--- config.mk ---
export PLATFORM = sky130hd
export DESIGN_NAME = pc_region_profiler
export DESIGN_NICKNAME = d
export VERILOG_FILES = /design/src/rtl/pc_region_profiler.sv
export SDC_FILE = /design/constraint.sdc
export NUM_CORES = 2
export LEC_CHECK = 0
export BUFFER_PORTS_ARGS = -buffer_cell sky130_fd_sc_hd__buf_4
export CELL_PAD_IN_SITES_DETAIL_PLACEMENT = 1
export CELL_PAD_IN_SITES_GLOBAL_PLACEMENT = 1
export CORE_MARGIN = 2
export CORE_UTILIZATION = 51
export DETAILED_ROUTE_END_ITERATION = 12
export PLACE_DENSITY = 0.79
export RECOVER_POWER = 25
export SKIP_CTS_REPAIR_TIMING = 1
export SLEW_MARGIN = 20
export SYNTH_ARGS = -nofsm -noshare
export SYNTH_HDL_FRONTEND = slang
export SYNTH_SLANG_ARGS = --single-unit
export TNS_END_PERCENT = 100
--- constraint.sdc ---
create_clock -name clk_i -period 3.1 [get_ports clk_i]
set_input_delay 0.31 -clock clk_i [delete_from_list [all_inputs] [get_ports clk_i]]
set_output_delay 0.31 -clock clk_i [all_outputs]
set_load 0.05 [all_outputs]
--- src/rtl/pc_region_profiler.sv ---
// Multi-channel PC-region profiler fed from the write-back stage, read over a request/valid port.
// Define PROF_MAX_LAT_EN to add per-channel max single-invocation latency tracking (rd_sel 3).
module pc_region_profiler #(
  parameter int XLEN  = 32,
  parameter int N_CH  = 8,
  parameter int CNT_W = 32,
  parameter int ACC_W = 48,
  parameter logic [XLEN-1:0] START_PC = 32'h0,
  parameter logic [XLEN-1:0] STOP_PC  = 32'h0,
  localparam int CH_W = (N_CH > 1) ? $clog2(N_CH) : 1
) (
  input  logic            clk_i,
  input  logic            rst_ni,
  input  logic            stall_i,
  input  logic [XLEN-1:0] wbk_pc_i,
  input  logic            cfg_we_i,
  input  logic [CH_W-1:0] cfg_ch_i,
  input  logic [1:0]      cfg_sel_i,
  input  logic [XLEN-1:0] cfg_data_i,
  input  logic [N_CH-1:0] ch_en_i,
  input  logic            clr_i,
  input  logic            rd_req_i,
  input  logic [CH_W-1:0] rd_ch_i,
  input  logic [1:0]      rd_sel_i,
  output logic            rd_valid_o,
  output logic [XLEN-1:0] rd_data_o,
  output logic            run_o,
  output logic [N_CH-1:0] ovf_o,
  output logic [N_CH-1:0] overlap_o
);

  localparam logic [CH_W:0] N_CH_L = (CH_W+1)'(N_CH);

  typedef enum logic [1:0] {
    ST_IDLE = 2'd0,
    ST_RUN  = 2'd1,
    ST_DONE = 2'd2
  } state_e;

  state_e state_r, state_nxt_s;
  logic   run_r;

  logic [XLEN-1:0]            start_pc_r, stop_pc_r;
  logic [N_CH-1:0][XLEN-1:0]  entry_pc_r, exit_pc_r;

  logic [N_CH-1:0]            active_r, active_nxt_s;
  logic [N_CH-1:0]            ovf_r, ovf_nxt_s;
  logic [N_CH-1:0]            ovl_r, ovl_nxt_s;
  logic [N_CH-1:0][CNT_W-1:0] count_r, count_nxt_s;
  logic [N_CH-1:0][ACC_W-1:0] cycles_r, cycles_nxt_s;
`ifdef PROF_MAX_LAT_EN
  logic [N_CH-1:0][ACC_W-1:0] lat_r, lat_nxt_s;
  logic [N_CH-1:0][ACC_W-1:0] max_r, max_nxt_s;
  logic [ACC_W-1:0]           lat_inc_s;
`endif

  logic            ret_s, start_hit_s, stop_hit_s, in_run_s;
  logic [N_CH-1:0] entry_hit_s, exit_hit_s;

  logic            rd_valid_r;
  logic [XLEN-1:0] rd_data_r, rd_mux_s;

  // PC match decode against the current configuration.
  always_comb begin
    ret_s       = !stall_i;
    start_hit_s = ret_s && (wbk_pc_i == start_pc_r);
    stop_hit_s  = ret_s && (wbk_pc_i == stop_pc_r);
    in_run_s    = (state_r == ST_RUN);
    for (int c = 0; c < N_CH; c++) begin
      entry_hit_s[c] = ret_s && (wbk_pc_i == entry_pc_r[c]);
      exit_hit_s[c]  = ret_s && (wbk_pc_i == exit_pc_r[c]);
    end
  end

  // Window FSM next state; a stop in RUN beats a simultaneous start.
  always_comb begin
    state_nxt_s = state_r;
    if (clr_i) begin
      state_nxt_s = ST_IDLE;
    end else begin
      case (state_r)
        ST_IDLE: if (start_hit_s) state_nxt_s = ST_RUN;  else state_nxt_s = ST_IDLE;
        ST_RUN:  if (stop_hit_s)  state_nxt_s = ST_DONE; else state_nxt_s = ST_RUN;
        ST_DONE: if (start_hit_s) state_nxt_s = ST_RUN;  else state_nxt_s = ST_DONE;
        default: state_nxt_s = ST_IDLE;
      endcase
    end
  end

  // Window FSM state and registered run flag.
  always_ff @(posedge clk_i or negedge rst_ni) begin
    if (!rst_ni) begin
      state_r <= ST_IDLE;
      run_r   <= 1'b0;
    end else begin
      state_r <= state_nxt_s;
      run_r   <= (state_nxt_s == ST_RUN);
    end
  end

  // Per-channel activity, saturating counters and sticky flags.
  always_comb begin
    active_nxt_s = active_r;
    ovf_nxt_s    = ovf_r;
    ovl_nxt_s    = ovl_r;
    count_nxt_s  = count_r;
    cycles_nxt_s = cycles_r;
`ifdef PROF_MAX_LAT_EN
    lat_nxt_s    = lat_r;
    max_nxt_s    = max_r;
    lat_inc_s    = {ACC_W{1'b0}};
`endif
    for (int c = 0; c < N_CH; c++) begin
      if (in_run_s && active_r[c]) begin
        if (cycles_r[c] == {ACC_W{1'b1}}) ovf_nxt_s[c] = 1'b1;
        else cycles_nxt_s[c] = cycles_r[c] + ACC_W'(1'b1);
      end else begin
        cycles_nxt_s[c] = cycles_r[c];
      end

      if (!ch_en_i[c]) begin
        active_nxt_s[c] = 1'b0;
      end else if (active_r[c]) begin
        // Exit wins over a coinciding entry while the region is open.
        if (exit_hit_s[c]) active_nxt_s[c] = 1'b0;
        else if (entry_hit_s[c]) ovl_nxt_s[c] = 1'b1;
        else active_nxt_s[c] = 1'b1;
      end else if (entry_hit_s[c]) begin
        active_nxt_s[c] = 1'b1;
        if (in_run_s) begin
          if (count_r[c] == {CNT_W{1'b1}}) ovf_nxt_s[c] = 1'b1;
          else count_nxt_s[c] = count_r[c] + CNT_W'(1'b1);
        end else begin
          count_nxt_s[c] = count_r[c];
        end
      end else begin
        active_nxt_s[c] = 1'b0;
      end

`ifdef PROF_MAX_LAT_EN
      if (lat_r[c] == {ACC_W{1'b1}}) lat_inc_s = lat_r[c];
      else lat_inc_s = lat_r[c] + ACC_W'(1'b1);
      if (in_run_s && ch_en_i[c] && active_r[c] && exit_hit_s[c] && (lat_inc_s > max_r[c])) begin
        max_nxt_s[c] = lat_inc_s;
      end else begin
        max_nxt_s[c] = max_r[c];
      end
      if (ch_en_i[c] && !active_r[c] && entry_hit_s[c]) lat_nxt_s[c] = {ACC_W{1'b0}};
      else if (in_run_s && active_r[c]) lat_nxt_s[c] = lat_inc_s;
      else lat_nxt_s[c] = lat_r[c];
`endif
    end
  end

  // Channel state registers; clr_i wipes everything except configuration.
  always_ff @(posedge clk_i or negedge rst_ni) begin
    if (!rst_ni) begin
      active_r <= {N_CH{1'b0}};
      ovf_r    <= {N_CH{1'b0}};
      ovl_r    <= {N_CH{1'b0}};
      count_r  <= {(N_CH*CNT_W){1'b0}};
      cycles_r <= {(N_CH*ACC_W){1'b0}};
`ifdef PROF_MAX_LAT_EN
      lat_r    <= {(N_CH*ACC_W){1'b0}};
      max_r    <= {(N_CH*ACC_W){1'b0}};
`endif
    end else if (clr_i) begin
      active_r <= {N_CH{1'b0}};
      ovf_r    <= {N_CH{1'b0}};
      ovl_r    <= {N_CH{1'b0}};
      count_r  <= {(N_CH*CNT_W){1'b0}};
      cycles_r <= {(N_CH*ACC_W){1'b0}};
`ifdef PROF_MAX_LAT_EN
      lat_r    <= {(N_CH*ACC_W){1'b0}};
      max_r    <= {(N_CH*ACC_W){1'b0}};
`endif
    end else begin
      active_r <= active_nxt_s;
      ovf_r    <= ovf_nxt_s;
      ovl_r    <= ovl_nxt_s;
      count_r  <= count_nxt_s;
      cycles_r <= cycles_nxt_s;
`ifdef PROF_MAX_LAT_EN
      lat_r    <= lat_nxt_s;
      max_r    <= max_nxt_s;
`endif
    end
  end

  // Configuration registers; start/stop are global and ignore the channel field.
  always_ff @(posedge clk_i or negedge rst_ni) begin
    if (!rst_ni) begin
      start_pc_r <= START_PC;
      stop_pc_r  <= STOP_PC;
      entry_pc_r <= {(N_CH*XLEN){1'b0}};
      exit_pc_r  <= {(N_CH*XLEN){1'b0}};
    end else if (cfg_we_i) begin
      case (cfg_sel_i)
        2'd0: if ({1'b0, cfg_ch_i} < N_CH_L) entry_pc_r[cfg_ch_i] <= cfg_data_i;
        2'd1: if ({1'b0, cfg_ch_i} < N_CH_L) exit_pc_r[cfg_ch_i]  <= cfg_data_i;
        2'd2: start_pc_r <= cfg_data_i;
        2'd3: stop_pc_r  <= cfg_data_i;
        default: start_pc_r <= start_pc_r;
      endcase
    end
  end

  // Read-port data select from the pre-edge counter values.
  always_comb begin
    rd_mux_s = {XLEN{1'b0}};
    if ({1'b0, rd_ch_i} < N_CH_L) begin
      case (rd_sel_i)
        2'd0: rd_mux_s = XLEN'(count_r[rd_ch_i]);
        2'd1: rd_mux_s = cycles_r[rd_ch_i][XLEN-1:0];
        2'd2: rd_mux_s = XLEN'(cycles_r[rd_ch_i][ACC_W-1:XLEN]);
`ifdef PROF_MAX_LAT_EN
        2'd3: rd_mux_s = max_r[rd_ch_i][XLEN-1:0];
`else
        2'd3: rd_mux_s = {XLEN{1'b0}};
`endif
        default: rd_mux_s = {XLEN{1'b0}};
      endcase
    end else begin
      rd_mux_s = {XLEN{1'b0}};
    end
  end

  // Registered read response; data holds between requests.
  always_ff @(posedge clk_i or negedge rst_ni) begin
    if (!rst_ni) begin
      rd_valid_r <= 1'b0;
      rd_data_r  <= {XLEN{1'b0}};
    end else begin
      rd_valid_r <= rd_req_i;
      if (rd_req_i) rd_data_r <= rd_mux_s;
    end
  end

  assign rd_valid_o = rd_valid_r;
  assign rd_data_o  = rd_data_r;
  assign run_o      = run_r;
  assign ovf_o      = ovf_r;
  assign overlap_o  = ovl_r;

endmodule

### Word-level counts from Yosys, hierarchy flattened

Index checks and enable logic that the tools add are counted.

| storage, ports and cells | value |
|---|---|
| word-level logic and storage cells | 429 |
| output and inout port bits | 50 |
| input port bits | 88 |
| register bits | 1,276 |

| operators by class | value |
|---|---|
| $lt $le $gt $ge | 3 |
| eq/ne operators | 75 |
| reduce and logical (&&, ||, !) cells | 92 |
| mux-type cells | 195 |
| add/subtract/negate cells | 16 |

Operators with widths:

| operator | number |
|---|---|
| $mux W32 | 42 |
| $mux W48 | 17 |
| $eq A32 B32 Y1 | 18 |
| $bwmux W256 | 2 |
| $add A48 B1 Y48 const B | 8 |
| $eq A48 B48 Y1 const B | 8 |
| $mux W384 | 1 |
| $add A32 B1 Y32 const B | 8 |
| $eq A32 B32 Y1 const B | 8 |
| $mux W256 | 1 |
| $bmux W48 S3 | 1 |
| $pmux W32 S4 | 1 |
| $mux W1 | 121 |
| $bmux W32 S3 | 1 |
| $demux W32 S3 | 1 |
| $reduce_bool A2 Y1 | 33 |
| $ne A2 B2 Y1 const B | 32 |
| $reduce_and A5 Y1 | 8 |
| $reduce_and A4 Y1 | 8 |
| $logic_and A1 B1 Y1 | 27 |
| $mux W8 | 3 |
| $reduce_and A2 Y1 | 12 |
| $eq A2 B2 Y1 const B | 5 |
| $eq A2 B1 Y1 const B | 4 |
| other kinds (6) | 11 |

### Logic depth before layout (Yosys ltp)

| logic depth | value |
|---|---|
| word-level depth | 9 |
| mapped depth | 11 |
| gate-level depth less buffers | 8 |

### Worst setup path after synthesis

OpenSTA, ideal clock, no wires.

| path | value |
|---|---|
| path kind | input-to-reg |
| from | input port rd_ch_i[0] |
| to | register rd_data_r[28] (netlist: rd_data_o[28]) |
| stages on the path | 7 |
| setup time | 0.141 ns |
| path buffers | 3 |
| arrival time | 2.522 ns |
| required time | 2.959 ns |
| slack | 0.437 ns |
| path through | clkbuf_1 > clkbuf_1 > buf_1 > mux4_2 > mux4_2 > inv_1 > o22ai_1 |

| on the way | value |
|---|---|
| cells in the longest elaborated chain, start to end | 3 |
| elaborated cells on any way between the ends | 5 |
| those cells by class | mux (5) |

RTL lines:

| element | line | text |
|---|---|---|
| from (decl) | 23 | `input logic [CH_W-1:0] rd_ch_i,` |
| $bmux W48 S3 / $bmux W32 S3 (equally long branches) | 214, 213 |  |
| $mux W48 / $mux W32 (equally long branches) | - |  |
| $pmux W32 S4 * | 212 | `case (rd_sel_i)` |
| to (signal assigned) | 232 | `rd_data_r <= {XLEN{1'b0}};` |
| to (signal assigned) | 235 | `if (rd_req_i) rd_data_r <= rd_mux_s;` |
| to (decl) | 61 | `logic [XLEN-1:0] rd_data_r, rd_mux_s;` |

Every way passes the cells marked *; elsewhere a longest branch is shown, timed or not. The select of a mux whose other input is x is not followed.
A chain may end at the register's enable or synchronous reset.

### Worst setup path in the final report

| path | value |
|---|---|
| from | register entry_pc_r[37] (netlist name) |
| to | register count_r[47] (netlist name) |

| on the way | value |
|---|---|
| cells in the longest elaborated chain, start to end | 4 |

RTL lines:

| element | line | text |
|---|---|---|
| from (decl) | 44 | `logic [N_CH-1:0][XLEN-1:0] entry_pc_r, exit_pc_r;` |
| from (signal assigned) | 195 | `entry_pc_r <= {(N_CH*XLEN){1'b0}};` |
| from (signal, indexed assignment) | 199 | `2'd0: if ({1'b0, cfg_ch_i} < N_CH_L) entry_pc_r[cfg_ch_i] <= cfg_data_i;` |
| $eq A32 B32 Y1 | 70 | `entry_hit_s[c] = ret_s && (wbk_pc_i == entry_pc_r[c]);` |
| $logic_and A1 B1 Y1 | 70 |  |
| $reduce_bool A2 Y1 (no line) | - |  |
| $reduce_and A5 Y1 (no line) | - |  |
| to (signal assigned) | 161 | `count_r <= {(N_CH*CNT_W){1'b0}};` |
| to (signal assigned) | 171 | `count_r <= {(N_CH*CNT_W){1'b0}};` |
| to (signal assigned) | 181 | `count_r <= count_nxt_s;` |
| to (decl) | 49 | `logic [N_CH-1:0][CNT_W-1:0] count_r, count_nxt_s;` |

Every way passes these cells.

==> results.ini <==
[outcome]
status=finished with violations
failed_checks=max-capacitance violations, max-slew violations, negative setup slack

[place]
hpwlAfterDp_mm=182.5
portBuffers=137
gp_congestion=0.9371
place_inst=8221

[global_routing]
grt_pass1_wl_mm=396.5
grt_max_degree=142
antenna_found_initial=18
overflow=0
grt_use_total_pct=38.80
grt_pass1_vias=59570

[drt]
ant_nets=0
drc_errors=0
wl_per_cell_um=31.72
vias_per_cell=6.665
first_pass_iters=5
vias=56690
finalWirelength_mm=269.8
drt_iter0_drc=5529

[pwr]
p_switching_mw=11.86
p_int_mw=30.69
power.density_nw_per_um2=539.4
pwr-share-clk_pct=41.4
vdd_ir_drop_max_uv=512.7
combPwrFrac_pct=13.1
static-leakage-power_nw=32.69
p_sw_share_pct=27.88
p_seq_share_pct=45.6

[synthesis]
synth-edff-count=0
syn-cell-area_um2=68760
async_flop_share_pct=100.0
ys.flop_type=dfrtp_1
seq_area_frac_synth_pct=46.44
synth_most_common_cell=dfrtp_1
synth_seq_cells=1276
yosys.area.top_type=dfrtp_1
yosys_warnings=0
synth_common_cells=dfrtp_1 (1276), nor2_1 (618), mux2_2 (614)
yosys.area.top_type_share_pct=46.44
avgSynthCellArea_um2=10.81
syn-instance-count=6362
synthDistinctLibCells=77
synth_area_leaders=dfrtp_1 (46%), mux2_2 (10%), xor2_1 (7.0%), mux4_2 (6.3%), xnor2_1 (5.6%)
synth_nets=6466

[hold_path]
hp-class=in2reg
hp-start=clr_i

[critical_path]
critPathArrivalTime_ns=3.95
critPathKind=reg2reg
path_max_fanout=10
crit_path_end_kind=register
crit_start=entry_pc_r[37]
timing.rr.start=entry_pc_r[37]
critPathLaunchType=register
cp.required_ns=3.77

[run]
cap_viol_max_count=10

[floorplan]
die_w_um=371.2
num_rows=134
die-area_um2=137800
die_h_um=371.2
start_util_pct=51.46
pin_count=138
core-area_um2=133600

[clocking]
clk_pin_slew_worst_paths_ns=0.06
htreeDepth=4
cts.sinks=1276
insertion_delay_ns=0.83
cts_tree=done
numCtsBuffers=145
clockRootBuffer=clkbuf_16
ctsLongestPathBuffers=3

[sta]
finalHoldViolations=0
period_needed_ns=3.273
finalSetupViolations=32
fmax_ghz=0.3055
tightest_slew_ns=2.657
slew_violations=359
worst_slack_ns=-0.1728
min_period_over_period_pct=105.6
rsz0062_at_grt=yes
clock_skew_ns=0.03329
relSlewSlack_pct=-77.14

[layout]
fin_cells=8505
layout-drive-gt1-share_pct=23.18
fillCellCount=13870
multi_input_area_um2=35220
syn2layout_area_growth_pct=14.73
final_core_util_pct=59.04
num-nets-final=6730
seqCellArea_um2=31930

==> kinds of logic (layout without fill, tap and decap cells) <==
group	count (synthesis)	count (layout)	share of synthesized area [%]
compound gates	458	458	3.979
xor+xnor	984	984	12.53
fa+ha+maj	16	16	0.2911
buf+inv	505	874	2.877
flops	1276	1276	46.44
mux	817	817	16.50
other cells	0	6	0
simple gates	2306	2306	17.38
==> power by group through the flow <==
stage / Clock, mW / Sequential, mW / Combinational [mW]
6_report: 17.6 / 19.4 / 5.56
5_1_grt: 18.3 / 19.5 / 5.82
4_1_cts: 17.7 / 19.3 / 5.43
3_5_place_dp: 0 / 19.5 / 5.20
3_3_place_gp: 0 / 19.4 / 4.91
2_1_floorplan: 0 / 19.2 / 3.29
==> final cells by class <==
cell class / count / area share [%]
Antenna cell: 6 / 0.01903
Clock buffer: 215 / 5.345
Clock inverter: 37 / 0.5963
Inverter: 130 / 0.6185
Multi-Input combinational cell: 4581 / 44.64
Sequential cell: 1276 / 40.47
Tap cell: 1768 / 2.804
Timing Repair Buffer: 492 / 5.506
==> per-stage QoR <==
stage / setup WS [ns] / power, mW / hold slack [ns] / setup TNS [ns] / cell area, um2
CTS: -0.2620 / 42.46 / -0.5837 / -5.595 / 78360
floorplan: 0.4373 / 22.53 / 0.01441 / 0 / 68760
finish: -0.1728 / 42.55 / 0.006970 / -1.665 / 78890
global route: -0.1929 / 43.67 / 0.01808 / -2.777 / 78880
detailed placement: -0.2254 / 24.74 / 0.2770 / -5.706 / 73670
global placement: -0.1655 / 24.28 / 0.2748 / -3.116 / 73660
==> worst paths after layout <==
kind / end / slack (ns) / cells past startpoint
worst max-delay path: count_r[47] / -0.17 / 10
worst min-delay path: count_r[77] / 0.007 / 2
worst max register to register: count_r[47] / -0.17 / 10
worst min register to register: overlap_o[5] / 0.51 / 2
max in group asynchronous: exit_pc_r[228] / 0.36 / 3
min in group asynchronous: cycles_r[329] / 0.84 / 2
==> layer usage <==
metal  up-vias  global-route usage [%]  wire [um]
li1      23250                       -          -
met1     29450                   47.49      99840
met5         -                       0         66
met2      2922                   61.25     124600
met3      1051                   7.754      21980
met4        10                   28.29      23230
==> critical path: stages, from the launching register on <==
cell and delay, ns:
dfrtp_1 0.42, xnor2_2 0.24, nand4_1 0.29, or4_4 0.63, nor4_4 0.55, buf_6 0.21
nand2_4 0.06, buf_12 0.15, buf_8 0.14, o31ai_1 0.33, a21oi_2 0.11
==> registers in the layout (all words and copies together), names as in the netlist <==
register	cells
start_pc_r	32
run_o	1
count_r	256
ovf_o	8
rd_valid_o	1
exit_pc_r	256
overlap_o	8
rd_data_o	32
entry_pc_r	256
cycles_r	384
stop_pc_r	32
state_r	2
active_r	8
==> layout by cell type (no fill, tap or decap), types with 154 or more instances in the layout <==
| master | instances |
|---|---|
| clkbuf_16 | 154 |
| nand4_1 | 298 |
| mux2_2 | 600 |
| dfrtp_1 | 1276 |
| nand2_1 | 283 |
| nor3_1 | 163 |
| xnor2_1 | 434 |
| a21oi_1 | 175 |
| xor2_1 | 546 |
| buf_4 | 401 |
| nand3_1 | 277 |
| nor2_1 | 615 |
| mux4_2 | 192 |
Note: power is estimated with default switching activity, not from simulation.
